`src/rtl/mc_control_fsm.sv`:
```
// ============================================================================
//  Module      : mc_control_fsm
//  Description : Multi-cycle MIPS control sequencer. Steps each instruction
//                through FETCH/DECODE/EXEC/MEM/WB, drives the datapath selects
//                and write enables, and talks to a shared memory port through
//                a req/ready handshake with a wait-state timeout and retry.
//                Optional macro MC_ILLEGAL_TRAP_EN: unknown opcodes enter a
//                sticky TRAP state and the illegal_op output is added.
//  Revision    : 1.0  initial release
// ============================================================================
`default_nettype none

module mc_control_fsm #(
    parameter int ALUOP_W     = 6,
    parameter int MEM_TIMEOUT = 16
) (
    input  logic               clk,
    input  logic               rst,
    input  logic [5:0]         opcode,
    input  logic               mem_ready,
    output logic               mem_req,
    output logic               mem_we,
    output logic [1:0]         mem_size,
    output logic               mem_unsigned,
    output logic               iord,
    output logic               ir_write,
    output logic               pc_write,
    output logic               pc_write_cond,
    output logic               branch_ne,
    output logic [1:0]         pc_src,
    output logic               alu_src_a,
    output logic [1:0]         alu_src_b,
    output logic [ALUOP_W-1:0] alu_op,
    output logic               imm_zext,
    output logic               lui,
    output logic               reg_write,
    output logic               reg_dst,
    output logic               mem_to_reg,
    output logic               mem_timeout,
`ifdef MC_ILLEGAL_TRAP_EN
    output logic               illegal_op,
`endif
    output logic [2:0]         state
);

    typedef enum logic [2:0] {
        S_FETCH  = 3'd0,
        S_DECODE = 3'd1,
        S_EXEC   = 3'd2,
        S_MEM    = 3'd3,
        S_WB     = 3'd4,
        S_TRAP   = 3'd5
    } state_t;

    localparam logic [5:0] c_OP_RTYPE = 6'h00;
    localparam logic [5:0] c_OP_J     = 6'h02;
    localparam logic [5:0] c_OP_BEQ   = 6'h04;
    localparam logic [5:0] c_OP_BNE   = 6'h05;
    localparam logic [5:0] c_OP_ADDI  = 6'h08;
    localparam logic [5:0] c_OP_ADDIU = 6'h09;
    localparam logic [5:0] c_OP_SLTI  = 6'h0A;
    localparam logic [5:0] c_OP_SLTIU = 6'h0B;
    localparam logic [5:0] c_OP_ANDI  = 6'h0C;
    localparam logic [5:0] c_OP_ORI   = 6'h0D;
    localparam logic [5:0] c_OP_LUI   = 6'h0F;
    localparam logic [5:0] c_OP_LB    = 6'h20;
    localparam logic [5:0] c_OP_LH    = 6'h21;
    localparam logic [5:0] c_OP_LW    = 6'h23;
    localparam logic [5:0] c_OP_LBU   = 6'h24;
    localparam logic [5:0] c_OP_LHU   = 6'h25;
    localparam logic [5:0] c_OP_SB    = 6'h28;
    localparam logic [5:0] c_OP_SH    = 6'h29;
    localparam logic [5:0] c_OP_SW    = 6'h2B;

    // Counter only needs to reach MEM_TIMEOUT; keep at least one bit.
    localparam int CNT_W = (MEM_TIMEOUT > 1) ? $clog2(MEM_TIMEOUT + 1) : 1;

    state_t             state_q, state_d;
    logic [5:0]         op_q;
    logic [CNT_W-1:0]   wait_q, wait_d;

    logic w_mem_phase;
    logic w_timeout;
    logic w_req;
    logic w_accept;
    logic w_is_load;
    logic w_is_store;

    assign w_mem_phase = (state_q == S_FETCH) || (state_q == S_MEM);
    // The timeout cycle withdraws the request, so mem_ready is ignored then.
    assign w_timeout   = (MEM_TIMEOUT != 0) && w_mem_phase && (wait_q == CNT_W'(MEM_TIMEOUT));
    assign w_req       = w_mem_phase && !w_timeout;
    assign w_accept    = w_req && mem_ready;
    // Only unanswered request cycles count; anything else restarts the count.
    assign wait_d      = ((MEM_TIMEOUT != 0) && w_req && !mem_ready) ? wait_q + 1'b1 : '0;

    assign w_is_load   = op_q inside {c_OP_LB, c_OP_LH, c_OP_LW, c_OP_LBU, c_OP_LHU};
    assign w_is_store  = op_q inside {c_OP_SB, c_OP_SH, c_OP_SW};

    // State, latched opcode and wait counter registers.
    always_ff @(posedge clk) begin
        if (rst) begin
            state_q <= S_FETCH;
            op_q    <= '0;
            wait_q  <= '0;
        end else begin
            state_q <= state_d;
            wait_q  <= wait_d;
            if (state_q == S_DECODE) begin
                op_q <= opcode;
            end
        end
    end

    // Next-state and per-state datapath control decode.
    always_comb begin
        state_d       = state_q;
        mem_req       = 1'b0;
        mem_we        = 1'b0;
        mem_size      = 2'd0;
        mem_unsigned  = 1'b0;
        iord          = 1'b0;
        ir_write      = 1'b0;
        pc_write      = 1'b0;
        pc_write_cond = 1'b0;
        branch_ne     = 1'b0;
        pc_src        = 2'd0;
        alu_src_a     = 1'b0;
        alu_src_b     = 2'd0;
        alu_op        = '0;
        imm_zext      = 1'b0;
        lui           = 1'b0;
        reg_write     = 1'b0;
        reg_dst       = 1'b0;
        mem_to_reg    = 1'b0;
        mem_timeout   = w_timeout;
`ifdef MC_ILLEGAL_TRAP_EN
        illegal_op    = 1'b0;
`endif
        state         = state_q;

        case (state_q)
            S_FETCH: begin
                mem_req   = w_req;
                alu_src_b = 2'd1;
                if (w_accept) begin
                    ir_write = 1'b1;
                    pc_write = 1'b1;
                    state_d  = S_DECODE;
                end
            end
            S_DECODE: begin
                // Precompute PC + (imm << 2) for a possible branch.
                alu_src_b = 2'd3;
                state_d   = S_EXEC;
            end
            S_EXEC: begin
                state_d = S_FETCH;
                case (op_q)
                    c_OP_RTYPE: begin
                        alu_src_a = 1'b1;
                        alu_op    = ALUOP_W'(2);
                        state_d   = S_WB;
                    end
                    c_OP_ADDI, c_OP_ADDIU: begin
                        alu_src_a = 1'b1;
                        alu_src_b = 2'd2;
                        state_d   = S_WB;
                    end
                    c_OP_ANDI, c_OP_ORI: begin
                        alu_src_a = 1'b1;
                        alu_src_b = 2'd2;
                        imm_zext  = 1'b1;
                        alu_op    = ALUOP_W'(op_q);
                        state_d   = S_WB;
                    end
                    c_OP_SLTI, c_OP_SLTIU: begin
                        alu_src_a = 1'b1;
                        alu_src_b = 2'd2;
                        alu_op    = ALUOP_W'(op_q);
                        state_d   = S_WB;
                    end
                    c_OP_LUI: begin
                        alu_src_b = 2'd2;
                        lui       = 1'b1;
                        alu_op    = ALUOP_W'(c_OP_LUI);
                        state_d   = S_WB;
                    end
                    c_OP_LB, c_OP_LH, c_OP_LW, c_OP_LBU, c_OP_LHU,
                    c_OP_SB, c_OP_SH, c_OP_SW: begin
                        alu_src_a = 1'b1;
                        alu_src_b = 2'd2;
                        state_d   = S_MEM;
                    end
                    c_OP_BEQ, c_OP_BNE: begin
                        alu_src_a     = 1'b1;
                        alu_op        = ALUOP_W'(1);
                        pc_write_cond = 1'b1;
                        pc_src        = 2'd1;
                        branch_ne     = (op_q == c_OP_BNE);
                    end
                    c_OP_J: begin
                        pc_write = 1'b1;
                        pc_src   = 2'd2;
                    end
                    default: begin
`ifdef MC_ILLEGAL_TRAP_EN
                        state_d = S_TRAP;
`else
                        state_d = S_FETCH;
`endif
                    end
                endcase
            end
            S_MEM: begin
                mem_req      = w_req;
                iord         = 1'b1;
                mem_we       = w_is_store && w_req;
                mem_unsigned = (op_q == c_OP_LBU) || (op_q == c_OP_LHU);
                case (op_q)
                    c_OP_LH, c_OP_LHU, c_OP_SH: mem_size = 2'd1;
                    c_OP_LW, c_OP_SW:           mem_size = 2'd2;
                    default:                    mem_size = 2'd0;
                endcase
                if (w_accept) begin
                    state_d = w_is_store ? S_FETCH : S_WB;
                end
            end
            S_WB: begin
                reg_write  = 1'b1;
                reg_dst    = (op_q == c_OP_RTYPE);
                mem_to_reg = w_is_load;
                state_d    = S_FETCH;
            end
            S_TRAP: begin
`ifdef MC_ILLEGAL_TRAP_EN
                illegal_op = 1'b1;
                state_d    = S_TRAP;
`else
                state_d    = S_FETCH;
`endif
            end
            default: begin
                state_d = S_FETCH;
            end
        endcase

        // Reset silences every output so a stalled access has no side effects.
        if (rst) begin
            mem_req       = 1'b0;
            mem_we        = 1'b0;
            mem_size      = 2'd0;
            mem_unsigned  = 1'b0;
            iord          = 1'b0;
            ir_write      = 1'b0;
            pc_write      = 1'b0;
            pc_write_cond = 1'b0;
            branch_ne     = 1'b0;
            pc_src        = 2'd0;
            alu_src_a     = 1'b0;
            alu_src_b     = 2'd0;
            alu_op        = '0;
            imm_zext      = 1'b0;
            lui           = 1'b0;
            reg_write     = 1'b0;
            reg_dst       = 1'b0;
            mem_to_reg    = 1'b0;
            mem_timeout   = 1'b0;
`ifdef MC_ILLEGAL_TRAP_EN
            illegal_op    = 1'b0;
`endif
            state         = 3'd0;
        end
    end

endmodule

`default_nettype wire

```
`config.mk`:
```
export PLATFORM = sky130hd
export DESIGN_NAME = mc_control_fsm
export DESIGN_NICKNAME = d
export VERILOG_FILES = /design/src/rtl/mc_control_fsm.sv
export SDC_FILE = /design/constraint.sdc
export NUM_CORES = 1
export LEC_CHECK = 0
export BUFFER_PORTS_ARGS = -buffer_cell sky130_fd_sc_hd__buf_2
export CAP_MARGIN = 25
export CORE_UTILIZATION = 48
export DETAILED_ROUTE_END_ITERATION = 7
export GPL_TIMING_DRIVEN = 0
export PLACE_DENSITY = 0.78
export SETUP_SLACK_MARGIN = 0.4
export SYNTH_ARGS = -nofsm -noshare
export SYNTH_HDL_FRONTEND = slang
export SYNTH_SLANG_ARGS = --single-unit
```
`constraint.sdc`:
```
create_clock -name clk -period 1.75 [get_ports clk]
set_input_delay 0.35 -clock clk [delete_from_list [all_inputs] [get_ports clk]]
set_output_delay 0.35 -clock clk [all_outputs]
set_load 0.05 [all_outputs]
```
==> flow_metrics.tcl, run 1 <==
set metrics [dict create \
    outcome "stopped before the end" \
    haltStage "4_1_cts" \
    firstError "[ERROR DPL-0038] Utilization greater than 100%, impossible to legalize" \
    io_pins 39 \
    portBuffers 36 \
    die_w_um 48.7 \
    cts_resized 92 \
    ys_async_sr_fraction_pct 0 \
    syn_area_per_cell_um2 7.18 \
    synth.most_common_cell "nor2_1" \
    cts_sinks 14 \
    synth_ff_type "dfxtp_1" \
    root_buffer "clkbuf_4" \
    htree_levels 1 \
    post_cts_buffers 20 \
    syn_inst 146 \
    numCtsBuffers 3 \
    synth_top_area_share_pct 26.7 \
    dp_hpwl_um 2360 \
    synth_top_area_cell "dfxtp_1" \
    synth_area_leaders "dfxtp_1 27%, nor2_1 7.2%, nand2_1 5.0%" \
    yosysSeqAreaShare_pct 26.7 \
    rows 16 \
    start_util_pct 52.4 \
    synth_cell_type_count 42 \
    ys_warn_count 0 \
    synth_edf_count 0 \
    synth-seq-cells 14 \
    die_height_um 48.7 \
    cts_buffer_depth 2 \
    syn-cell-area_um2 1050 \
    ys_top_cells_by_count "20 x nor2_1, 14 x dfxtp_1, 14 x nand2_1, 10 x a21oi_1, 10 x nor3_1" \
    gp_congestion 0.881 \
    ctsHoldBuffers 0 \
]
-- per-stage QoR --
stage / setup slack [ps] / instance area (um^2) / instances / hold slack (ps)
3_5_place_dp: -316 / 1660 / 210 / 435
3_3_place_gp: -285 / 1660 / 210 / 415
2_1_floorplan: -480 / 1450 / 147 / 404
-- kinds of logic after synthesis --
kind of cell / after synthesis / share of synthesized area (%)
other: 1 / 0.358
AND/OR/NAND/NOR: 79 / 41.4
flip-flops: 14 / 26.7
AO/OA/AOI/OAI: 26 / 14.9
adder cells (fa/ha/maj): 2 / 2.39
multiplexers: 2 / 1.91
buffers and inverters: 19 / 9.79
XOR/XNOR: 3 / 2.51
==> inputs of run 2 (changes only) <==
CORE_AREA = 2 2 63 65   (was not set)
CORE_UTILIZATION = not set   (was 48)
DIE_AREA = 0 0 65 67   (was not set)
PLACE_DENSITY = not set   (was 0.78)
PLACE_DENSITY_LB_ADDON = 0.15   (was not set)
SETUP_SLACK_MARGIN = not set   (was 0.4)
==> flow_metrics.tcl, run 2 <==
set metrics [dict create \
    outcome "finished, violations left" \
    violations "setup timing" \
    slew_viol_final 0 \
    areaGrowthSynthToFinish_pct 121 \
    syn-cell-area_um2 1050 \
    path_cells "or2b_4 -> nor2_4 -> buf_12 -> nand2_4 -> nor3_4 -> buf_6" \
    synth.most_common_cell "nor2_1" \
    multiInputGateArea_um2 1050 \
    htree_levels 1 \
    max_stage_delay_ps 350 \
    top_regs "op_q (6), wait_q (5), state_q (3)" \
    synth_edf_count 0 \
    yosysSeqAreaShare_pct 26.7 \
    cts_sinks 14 \
    crit_cells 6 \
    pre_cts_slack_ps -289 \
    critPathBufInv 2 \
    synth-seq-cells 14 \
    ctsHoldBuffers 0 \
    nFillCells 290 \
    antenna_left 0 \
    path_clk_slew_ps 70 \
    finalPower_mw 1.16 \
    drt_wl_total_um 3730 \
    synth_area_leaders "dfxtp_1 27%, nor2_1 7.2%, nand2_1 5.0%" \
    crit_end "alu_op[0]" \
    synth_top_area_cell "dfxtp_1" \
    worstReg2RegStart "state_q[1]$_SDFFE_PP0P_" \
    seqCellArea_um2 305 \
    core_um2 3610 \
    io_pins 39 \
    crit_start "state_q[1]$_SDFFE_PP0P_" \
    dieArea_um2 4360 \
    synth_ff_type "dfxtp_1" \
    p_leak_nw 0.942 \
    worst_hold_slack_ps 294 \
    fmax_mhz 514 \
    ys_top_cells_by_count "20 x nor2_1, 14 x dfxtp_1, 14 x nand2_1, 10 x a21oi_1, 10 x nor3_1" \
    root_buffer "clkbuf_8" \
    crit_family "simple AND/OR/NAND/NOR gates" \
    largest_register "op_q" \
    grt_pass1_vias 1268 \
    drive_above_1_share_pct 69.9 \
    num_vias 1321 \
    path_max_fanout 4 \
    rsz0062_at_grt "yes" \
    endpoint_kind "output port" \
    grt_antenna_before_repair 0 \
    reg2reg_depth 8 \
    period_minus_slack_ps 1950 \
    grt_pass1_wl_um 6020 \
    setup_viol 21 \
    ys_warn_count 0 \
    viasPerCell 4.82 \
    synth_top_area_share_pct 26.7 \
    tritoncts "yes" \
    arrival_ps 1600 \
    portBuffers 36 \
    rows 22 \
    worstReg2RegEnd "op_q[4]$_SDFFE_PP0P_" \
    ys_async_sr_fraction_pct 0 \
    place_area_um2 1570 \
    wl_per_cell_um 13.6 \
    design_area_um2 2310 \
    synth_cell_type_count 42 \
    overflow 0 \
    nets 238 \
    gp_congestion 0.779 \
    setup_ws_ps -197 \
    start_util_pct 29.1 \
    die_height_um 67 \
    layout_commonest_cell "buf_4" \
    die_w_um 65 \
    drv_cap 0 \
    layout_common_cells "39 x buf_4, 27 x buf_6, 12 x buf_2" \
    syn_inst 146 \
    diodes 0 \
    critPathKind "reg -> out" \
    worstPathRequired_ps 1400 \
    drt_iter0_drc 60 \
    worstSkewPairLatency_ps 250 \
    drc 0 \
    min_path_type "in -> reg" \
    largest_register_ffs 6 \
    dp_hpwl_um 2420 \
    peakVddDrop_uv 436 \
    rrSetupSlack_ps 230 \
    skew_ps 7.68 \
    slowest_stage "dfxtp_4" \
    grt_max_degree 11 \
    dr.pass1.iters 5 \
    numCtsBuffers 3 \
    post-route-util_pct 64.2 \
    cts_buffer_depth 2 \
    powerDensity_nw_per_um2 502 \
    syn_area_per_cell_um2 7.18 \
    crit_path_start_kind "register" \
    finalHoldViolCount 0 \
    fin_crit_sh_pct 111 \
    grt_usage_pct 18.0 \
]
## run 2: where the power goes
part | internal [mW] | switching, mW | total (mW)
clock | 0.200 | 0.124 | 0.323
sequential | 0.334 | 0.0286 | 0.363
combinational | 0.220 | 0.256 | 0.477
total | 0.754 | 0.409 | 1.16
## run 2: cells by family after synthesis
group,after synthesis,share of synthesized area [%]
and+or+nand+nor,79,41.4
adders and majority gates,2,2.39
DFF,14,26.7
xor gates and xnor gates,3,2.51
other,1,0.358
buffers and inverters,19,9.79
muxes,2,1.91
AOI/OAI and AO/OA,26,14.9
## run 2: area by class of cell
type                    instances  share of cell area [%]
well taps                      48                    2.59
plain buffers                   8                    4.16
flip-flops and latches         14                    13.2
repair buffers                 80                    31.2
inverters                       6                   0.973
clock buffers                   4                    2.38
multi-input cells             114                    45.5
## run 2: worst register-to-register path, delay by kind of cell, from the launching register on
family	cells	cell delay (ps)
AO/OA/AOI/OAI	1	140
buffers and inverters	4	530
AND/OR/NAND/NOR	3	410
flip-flops	1	350
## run 2: how the worst min path moves through the flow
stage               depth (start not counted)                   end                 start
floorplan                                   1  wait_q[0]$_SDFF_PP0_  wait_q[0]$_SDFF_PP0_
global placement                            1  wait_q[0]$_SDFF_PP0_  wait_q[0]$_SDFF_PP0_
detailed placement                          1  wait_q[0]$_SDFF_PP0_  wait_q[0]$_SDFF_PP0_
CTS                                         2  wait_q[3]$_SDFF_PP0_             mem_ready
global route                                2  wait_q[3]$_SDFF_PP0_             mem_ready
finish                                      2  wait_q[3]$_SDFF_PP0_             mem_ready
## run 2: routing by layer
metal	GRT usage, %	up-vias	part of all wire, %
li1	-	659	-
met1	22.3	612	43
met2	31.6	42	52
met3	2.87	8	3.9
met4	6.38	0	1.7
met5	0	-	0
## run 2: timing repair
action / in CTS / in global routing
resized for setup: 93 / 23
buffers inserted: 29 / 16
cloned: 1 / 0
setup endpoints to repair: 24 / 26
pin swaps: 23 / 22
## run 2: through the flow
step                      setup TNS (ps)  instances
final                              -2190        274
after CTS                          -3030        264
after floorplan                    -1400        147
after detailed placement           -3710        231
after global routing               -3480        274
after global placement             -3510        231
Note: power is estimated with default switching activity, not from simulation.
